==> src/rtl/summand_queue.sv <==
// Small FIFO that buffers summands ahead of an accumulator and issues each one
// as a registered o_SUMMAND value with a single-cycle o_CLK_ENABLE pulse.
module summand_queue #(
    parameter int WIDTH = 8,
    parameter int DEPTH = 4
) (
    input  logic                     i_CLK,
    input  logic                     i_RESET_N,
    input  logic                     i_VALID,
    input  logic [WIDTH-1:0]         i_DATA,
    output logic                     o_READY,
    input  logic                     i_HOLD,
    input  logic                     i_FLUSH,
    output logic                     o_CLK_ENABLE,
    output logic [WIDTH-1:0]         o_SUMMAND,
    output logic [$clog2(DEPTH):0]   o_COUNT,
    output logic                     o_EMPTY,
    output logic                     o_FULL
);

    localparam int PW = $clog2(DEPTH);
    localparam int CW = PW + 1;
    localparam logic [CW-1:0] FULL_COUNT = CW'(DEPTH);

    logic [WIDTH-1:0] mem_q [DEPTH];
    logic [PW-1:0]    wr_ptr_q, wr_ptr_d;
    logic [PW-1:0]    rd_ptr_q, rd_ptr_d;
    logic [CW-1:0]    count_q, count_d;
    logic             clk_en_q, clk_en_d;
    logic [WIDTH-1:0] summand_q, summand_d;
    logic             ready_en_q;
    logic             push, pop;

    // Handshake: a summand transfers on a rising edge where i_VALID and o_READY
    // are both high and i_FLUSH is low. o_READY depends on registered state only,
    // and ready_en_q keeps it low until the first edge after reset is released.
    assign o_EMPTY      = (count_q == '0);
    assign o_FULL       = (count_q == FULL_COUNT);
    assign o_READY      = ready_en_q && !o_FULL;
    assign o_COUNT      = count_q;
    assign o_CLK_ENABLE = clk_en_q;
    assign o_SUMMAND    = summand_q;

    assign push = i_VALID && o_READY && !i_FLUSH;
    assign pop  = !o_EMPTY && !i_HOLD && !i_FLUSH;

    always_comb begin
        wr_ptr_d  = wr_ptr_q;
        rd_ptr_d  = rd_ptr_q;
        count_d   = count_q;
        clk_en_d  = 1'b0;
        summand_d = summand_q;
        if (i_FLUSH) begin
            wr_ptr_d = '0;
            rd_ptr_d = '0;
            count_d  = '0;
        end else begin
            if (push) begin
                wr_ptr_d = wr_ptr_q + PW'(1);
            end
            if (pop) begin
                rd_ptr_d  = rd_ptr_q + PW'(1);
                summand_d = mem_q[rd_ptr_q];
                clk_en_d  = 1'b1;
            end
            case ({push, pop})
                2'b10:   count_d = count_q + CW'(1);
                2'b01:   count_d = count_q - CW'(1);
                default: count_d = count_q;
            endcase
        end
    end

    always_ff @(posedge i_CLK or negedge i_RESET_N) begin
        if (!i_RESET_N) begin
            wr_ptr_q   <= '0;
            rd_ptr_q   <= '0;
            count_q    <= '0;
            clk_en_q   <= 1'b0;
            summand_q  <= '0;
            ready_en_q <= 1'b0;
        end else begin
            wr_ptr_q   <= wr_ptr_d;
            rd_ptr_q   <= rd_ptr_d;
            count_q    <= count_d;
            clk_en_q   <= clk_en_d;
            summand_q  <= summand_d;
            ready_en_q <= 1'b1;
        end
    end

    // Storage is left unreset; stale entries are unreachable once count is zero.
    always_ff @(posedge i_CLK) begin
        if (push) begin
            mem_q[wr_ptr_q] <= i_DATA;
        end
    end

endmodule

==> config.mk <==
export PLATFORM = sky130hd
export DESIGN_NAME = summand_queue
export DESIGN_NICKNAME = d
export VERILOG_FILES = /design/src/rtl/summand_queue.sv
export SDC_FILE = /design/constraint.sdc
export NUM_CORES = 1
export LEC_CHECK = 0
export BUFFER_PORTS_ARGS = -buffer_cell sky130_fd_sc_hd__buf_2
export CAP_MARGIN = 20
export CELL_PAD_IN_SITES_DETAIL_PLACEMENT = 2
export CELL_PAD_IN_SITES_GLOBAL_PLACEMENT = 2
export CORE_ASPECT_RATIO = 0.9
export CORE_MARGIN = 2
export CORE_UTILIZATION = 37
export DETAILED_ROUTE_END_ITERATION = 10
export PLACE_DENSITY_LB_ADDON = 0.1
export SYNTH_ARGS = -nofsm -noshare
export SYNTH_HDL_FRONTEND = slang
export SYNTH_SLANG_ARGS = --single-unit
==> constraint.sdc <==
create_clock -name i_CLK -period 2.4 [get_ports i_CLK]
set_input_delay 0.24 -clock i_CLK [delete_from_list [all_inputs] [get_ports i_CLK]]
set_output_delay 0.24 -clock i_CLK [all_outputs]
set_load 0.005 [all_outputs]
# [Yosys cells after proc, flatten, opt, wreduce, memory -nomap -nowiden]
# Memory sizes are Yosys's and may differ from the RTL's. A register that Yosys moved wholly into a read port is not among the register bits.
# Index checks and enable logic that the tools add are counted.
[word_totals] output_inout_bits=15 reg_bits=9 mem_bits_rw=32 word_cells=39 n_memories=1
[op_classes] n_addsub=4 n_eq_ne=3 reduce_logical=15 bitwise=1 mux=10
[memory_table] memory="mem_q" depth=4 width=8 read_ports=1 rd_clocked_by_memory_dff=1 write_ports=1 line_no="25" rtl="logic [WIDTH-1:0] mem_q [DEPTH];"
[op_table] operator="2-bit two-way mux" n=4
[op_table] operator="3-bit case mux with 2 select lines" n=1
[op_table] operator="1-bit logical AND" n=5
[op_table] operator="1-bit zero test" n=5
[op_table] operator="2-bit by 1-bit adder with 2-bit output, second input constant" n=2
[op_table] operator="1-bit two-way mux" n=4
[op_table] operator="2-bit nonzero test" n=2
[op_table] operator="3-bit by 1-bit adder with 3-bit output, second input constant" n=1
[op_table] operator="3-bit equality test, second input constant" n=1
[op_table] operator="3-bit zero test" n=1
[op_table] operator="3-bit two-way mux" n=1
[op_table] operator="3-bit nonzero test" n=1
[op_table] operator="3-bit by 1-bit subtractor with 3-bit output, second input constant" n=1
[op_table] operator="2-bit by 1-bit equality test with 1-bit output, second input constant" n=1
[op_table] operator="2-bit equality test, second input constant" n=1
[op_table] operator="2-bit AND reduction" n=1
[op_table] operator="1-bit NOT" n=1

# [Depth between registers and ports, before layout]
[logic_depth] ltp_word=8 mapped_depth=9

# [Least setup slack after synthesis]
# OpenSTA, ideal clock, no wires.
[synth_timing] path_type="register to register" startpoint="register count_q[0], in the netlist o_COUNT[0]" endpoint="register count_q[1], in the netlist o_COUNT[1]" t_required_ns=2.296 setup_time_ns=0.104 setup_slack_ns=-0.208 arrival_time_ns=2.504 path_stages_with_launch=10 path_cell_list="dfrtp_1 -> buf_6 -> nor3_2 -> or3_1 -> buf_6 -> a21oi_1 -> fa_1 -> or3b_2 -> a211o_1 -> o311ai_1"
[synth_between] elab_cells_between_ends=16 classes_between="add/sub: 2; eq/ne: 3; mux: 2; reduce/logical: 9"
[synth_rtl] item="from (decl)" line_no="28" rtl="logic [CW-1:0] count_q, count_d;"
[synth_rtl] item="from (signal assigned)" line_no="85" rtl="count_q <= count_d;"
[synth_rtl] item="3-bit zero test *" line_no="37" rtl="assign o_EMPTY = (count_q == '0);"
[synth_rtl] item="named net o_EMPTY" line_no="17" rtl="output logic o_EMPTY,"
[synth_rtl] item="1-bit zero test *" line_no="45" rtl="assign pop = !o_EMPTY && !i_HOLD && !i_FLUSH;"
[synth_rtl] item="1-bit logical AND * (2 in a row)" line_no="45"
[synth_rtl] item="2-bit by 1-bit equality test with 1-bit output / 2-bit equality test (equally long branches)" line_no="66" rtl="case ({push, pop})"
[synth_rtl] item="3-bit case mux with 2 select lines" line_no="66"
[synth_rtl] item="3-bit two-way mux" line_no="53" rtl="if (i_FLUSH) begin"
# Mark *: on every way through the listed nets, which the timed path passes. The rest lies on a longest branch.
# A chain may end at the register's enable or synchronous reset.

# [Final worst setup path]
[layout_timing] startpoint="register count_q[2], in the netlist o_COUNT[2]" endpoint="register count_q[1], in the netlist o_COUNT[1]"
[layout_between] elab_chain_len=8 elab_cells_between_ends=14 classes_between="eq/ne: 3; mux: 2; reduce/logical: 9"
[layout_rtl] item="3-bit equality test" line_no="38" rtl="assign o_FULL = (count_q == FULL_COUNT);"
[layout_rtl] item="1-bit zero test" line_no="39" rtl="assign o_READY = ready_en_q && !o_FULL;"
[layout_rtl] item="1-bit logical AND" line_no="39"
[layout_rtl] item="1-bit logical AND (2 in a row)" line_no="44" rtl="assign push = i_VALID && o_READY && !i_FLUSH;"
[layout_rtl] item="2-bit by 1-bit equality test with 1-bit output / 2-bit equality test (equally long branches)" line_no="66"
[layout_rtl] item="3-bit case mux with 2 select lines" line_no="66"
[layout_rtl] item="3-bit two-way mux" line_no="53"
# Parallel ways exist; a longest one is shown, timed or not.

==> impl_results.md <==
- Die area: about 0.0065 mm2
- Grt total ovfl: 0
- Seq/Total Area, Yosys: 0.639
- Worst slew pin tran: 650 ps
- 1st-pass router iterations: 4
- Area of the multi-input gates: 721 um2
- Routed len/inst: 19.9 um
- Global-route wire length before repair: slightly above 8000 um
- R2R Path Start: o_COUNT[2]
- CTS tree: built
- R2R setup slack: 140 ps
- DP Wirelength: 3580 um
- Later-pin clock latency in the skew report: 300 ps
- Core Footprint: 0.00566 mm2
- Nets@finish: 192
- Crit share post-route: 0.943
- Residual DRC: 0
- Placement Rows: 26
- Die W: 84.7 um
- Hold_ws: 149 ps
- Vias in the first global route: 1509
- H-tree Lvls: 2
- Synth top area cells: edfxtp_1 44%, dfrtp_1 20%, mux4_2 8.3%, mux2_4 5.5%, ha_1 2.3%
- Post-DP Area: 0.00249 mm2
- Synthesis-stage register bit count: 49
- R2R cell count: 7
- Min cycle time layout: 2260 ps
- Register area: 0.00139 mm2
- ANT cells: 0
- Crit Path Max Fanout: 8
- Setup TNS: 0 ps
- Distinct cells, synth: 43
- DR vias: 1288
- WP buf/inv: 1
- Synthesized area: 0.00217 mm2
- Root Buffer Master: clkbuf_8
- RSZ-0062 raised after global routing: no
- Port bufs: 27
- Endpoint, Worst Hold: mem_q[0][4]
- Initial core utilization: 0.383
- Fillers: 565
- Max Cap Violations: 0
- Total Power: approximately 1.9 mW
- Top cell type's share of synthesized area: 0.443
- EDFF count, synth: 32
- Final core utilization: 0.457
- Gr usage total: 0.168
- Critical path arrival: 2460 ps
- Syn_nets: 152
- Hold Crit Class: input pin to flop
- Vias per Instance: 5.26
- Placed Cells: 236
- Iter 0 DRT Violations: 46
- Clock sink count: 49
- CP Capture Type: flop
- Hold-critical path depth: 1
- Crit path max-delay family: simple AND/OR/NAND/NOR gates
- Final setup violation count: 0
- Layout area overhead: 19.1%
- Peak supply drop: 0.000298 V
- Mean Syn Cell Area: 16.2 um2
- Clock skew: 5.04 ps
- Leading area contributor after synthesis: edfxtp_1
- Leakage: roughly 1.0 nW
- Clock-pin transition on the worst setup and hold timing paths: 90 ps
- Ys Warns: 0
- Ys flop type: edfxtp_1
- Slew HR: 0.567
- Placer congestion estimate: between 0.7 and 0.8
- Async set-reset flop share out of synthesis: 0.347
- Pwr dens: roughly 730 mW/mm2
- Kind of critical path: flop to flop
- Hold path startpoint: i_DATA[4]
- Crit path required time: 2590 ps
- Fmax achieved: roughly 440 MHz
- CP peak stage delay: 560 ps
- Setup crit start kind: flop
- Dpl ws: 138 ps
- Design Area, Final: 0.00258 mm2
- Longest Clk Path Bufs: 2
- # IOs: 28
- CP Depth: 7
- Fraction of layout cells with a size suffix above 1: 0.406
- Initial antenna violation count: 0
- Slew Viols, Final: 0
- Outcome: finished, final reports clean
- R2r endpoint: o_COUNT[1]
- Detail Route Antenna Nets: 0
- CP Cell Sequence: buf_4 -> or3b_1 -> a21oi_4 -> fa_1 -> or3b_4 -> a211o_1 -> o311ai_1
- Height of the die: approximately 77 um
- Fin. Hold Viols: 0
- Post-CTS Resized: 0
- Post-route insts no fill: between 200 and 250
- Final WL: ~5000 um
- Largest net degree at the start of global routing: 18
- Slowest-stage cell, CP: fa_1
- Cells after synthesis: 134
- CTS buffer count: 5
- Worst Slack Setup Final: 137 ps
## placed cells by master, fill, tap and decap left out, drive strengths merged, types with 3 or more instances in the layout
cell	Yosys	layout
a21oi	7	7
and2	6	6
buf	3	40
clkbuf	4	6
dfrtp	17	17
edfxtp	32	32
ha	4	4
inv	6	7
mux2	8	8
mux4	8	8
nand2	3	3
o21ai	3	3
or3b	3	3
## worst max path at each step
stage	from	end	slack, ps
3_3_place_gp	o_COUNT[2]	o_COUNT[2]	240
3_5_place_dp	o_COUNT[2]	o_COUNT[1]	140
5_1_grt	o_COUNT[2]	o_COUNT[1]	40
6_report	o_COUNT[2]	o_COUNT[1]	140
4_1_cts	o_COUNT[2]	o_COUNT[1]	120
2_1_floorplan	o_COUNT[0]	o_COUNT[1]	-6
## area by class of cell
class / count / share of cell area
multi-input cells: 71 / 0.279
clock inverters: 2 / 0.00532
clock buffers: 6 / 0.0281
flip-flops and latches: 49 / 0.537
inverters: 6 / 0.00871
well taps: 70 / 0.0339
repair buffers: 41 / 0.108
## flip-flops by register name, indices dropped and copies added (netlist names)
name and cells:
mem_q 32, o_SUMMAND 8, o_COUNT 3, rd_ptr_q 2, wr_ptr_q 2, o_CLK_ENABLE 1, ready_en_q 1
## power breakdown
| group | internal, mW | total, mW | switching [mW] |
|---|---|---|---|
| Clock | 0.208 | 0.482 | 0.274 |
| Combinational | 0.220 | 0.361 | 0.141 |
| Sequential | 0.985 | 1.05 | 0.0608 |
| Total | 1.41 | 1.89 | 0.477 |
## cells in the mapped netlist (all sizes together) (2+ instances only)
cell,instances
edfxtp,32
dfrtp,17
mux2,8
mux4,8
a21oi,7
and2,6
inv,6
clkbuf,4
ha,4
buf,3
nand2,3
o21ai,3
or3b,3
a211o,2
nand3,2
nor3,2
o31ai,2
or3,2
## cell families (layout without fill, tap and decap cells)
family	after synthesis	after routing	synth area share
and+or+nand+nor	24	24	0.0698
AOI/OAI and AO/OA	23	23	0.0727
other	1	1	0.00173
DFF	49	49	0.639
adders and majority gates	5	5	0.0323
buffers and inverters	14	55	0.0381
xor gates and xnor gates	2	2	0.00808
muxes	16	16	0.138
## repair_timing
action | in CTS | in global routing
buffers inserted | 0 | 0
hold buffers | 1 | 0
hold endpoints to repair | 17 | 0
## worst register-to-register path: stages, from the launching register on
cell and delay (ps):
dfrtp_1 420, buf_4 170, or3b_1 240, a21oi_4 80, fa_1 560, or3b_4 370, a211o_1 230, o311ai_1 90
## per-layer routing
layer  global-route usage  share of wire  routed length, um
met2                0.288           0.52               2560
met1                0.209           0.42               2070
met5                    0              0                  0
met3               0.0368          0.039                192
met4               0.0619          0.011                 55
(Power assumes the default switching activity.)
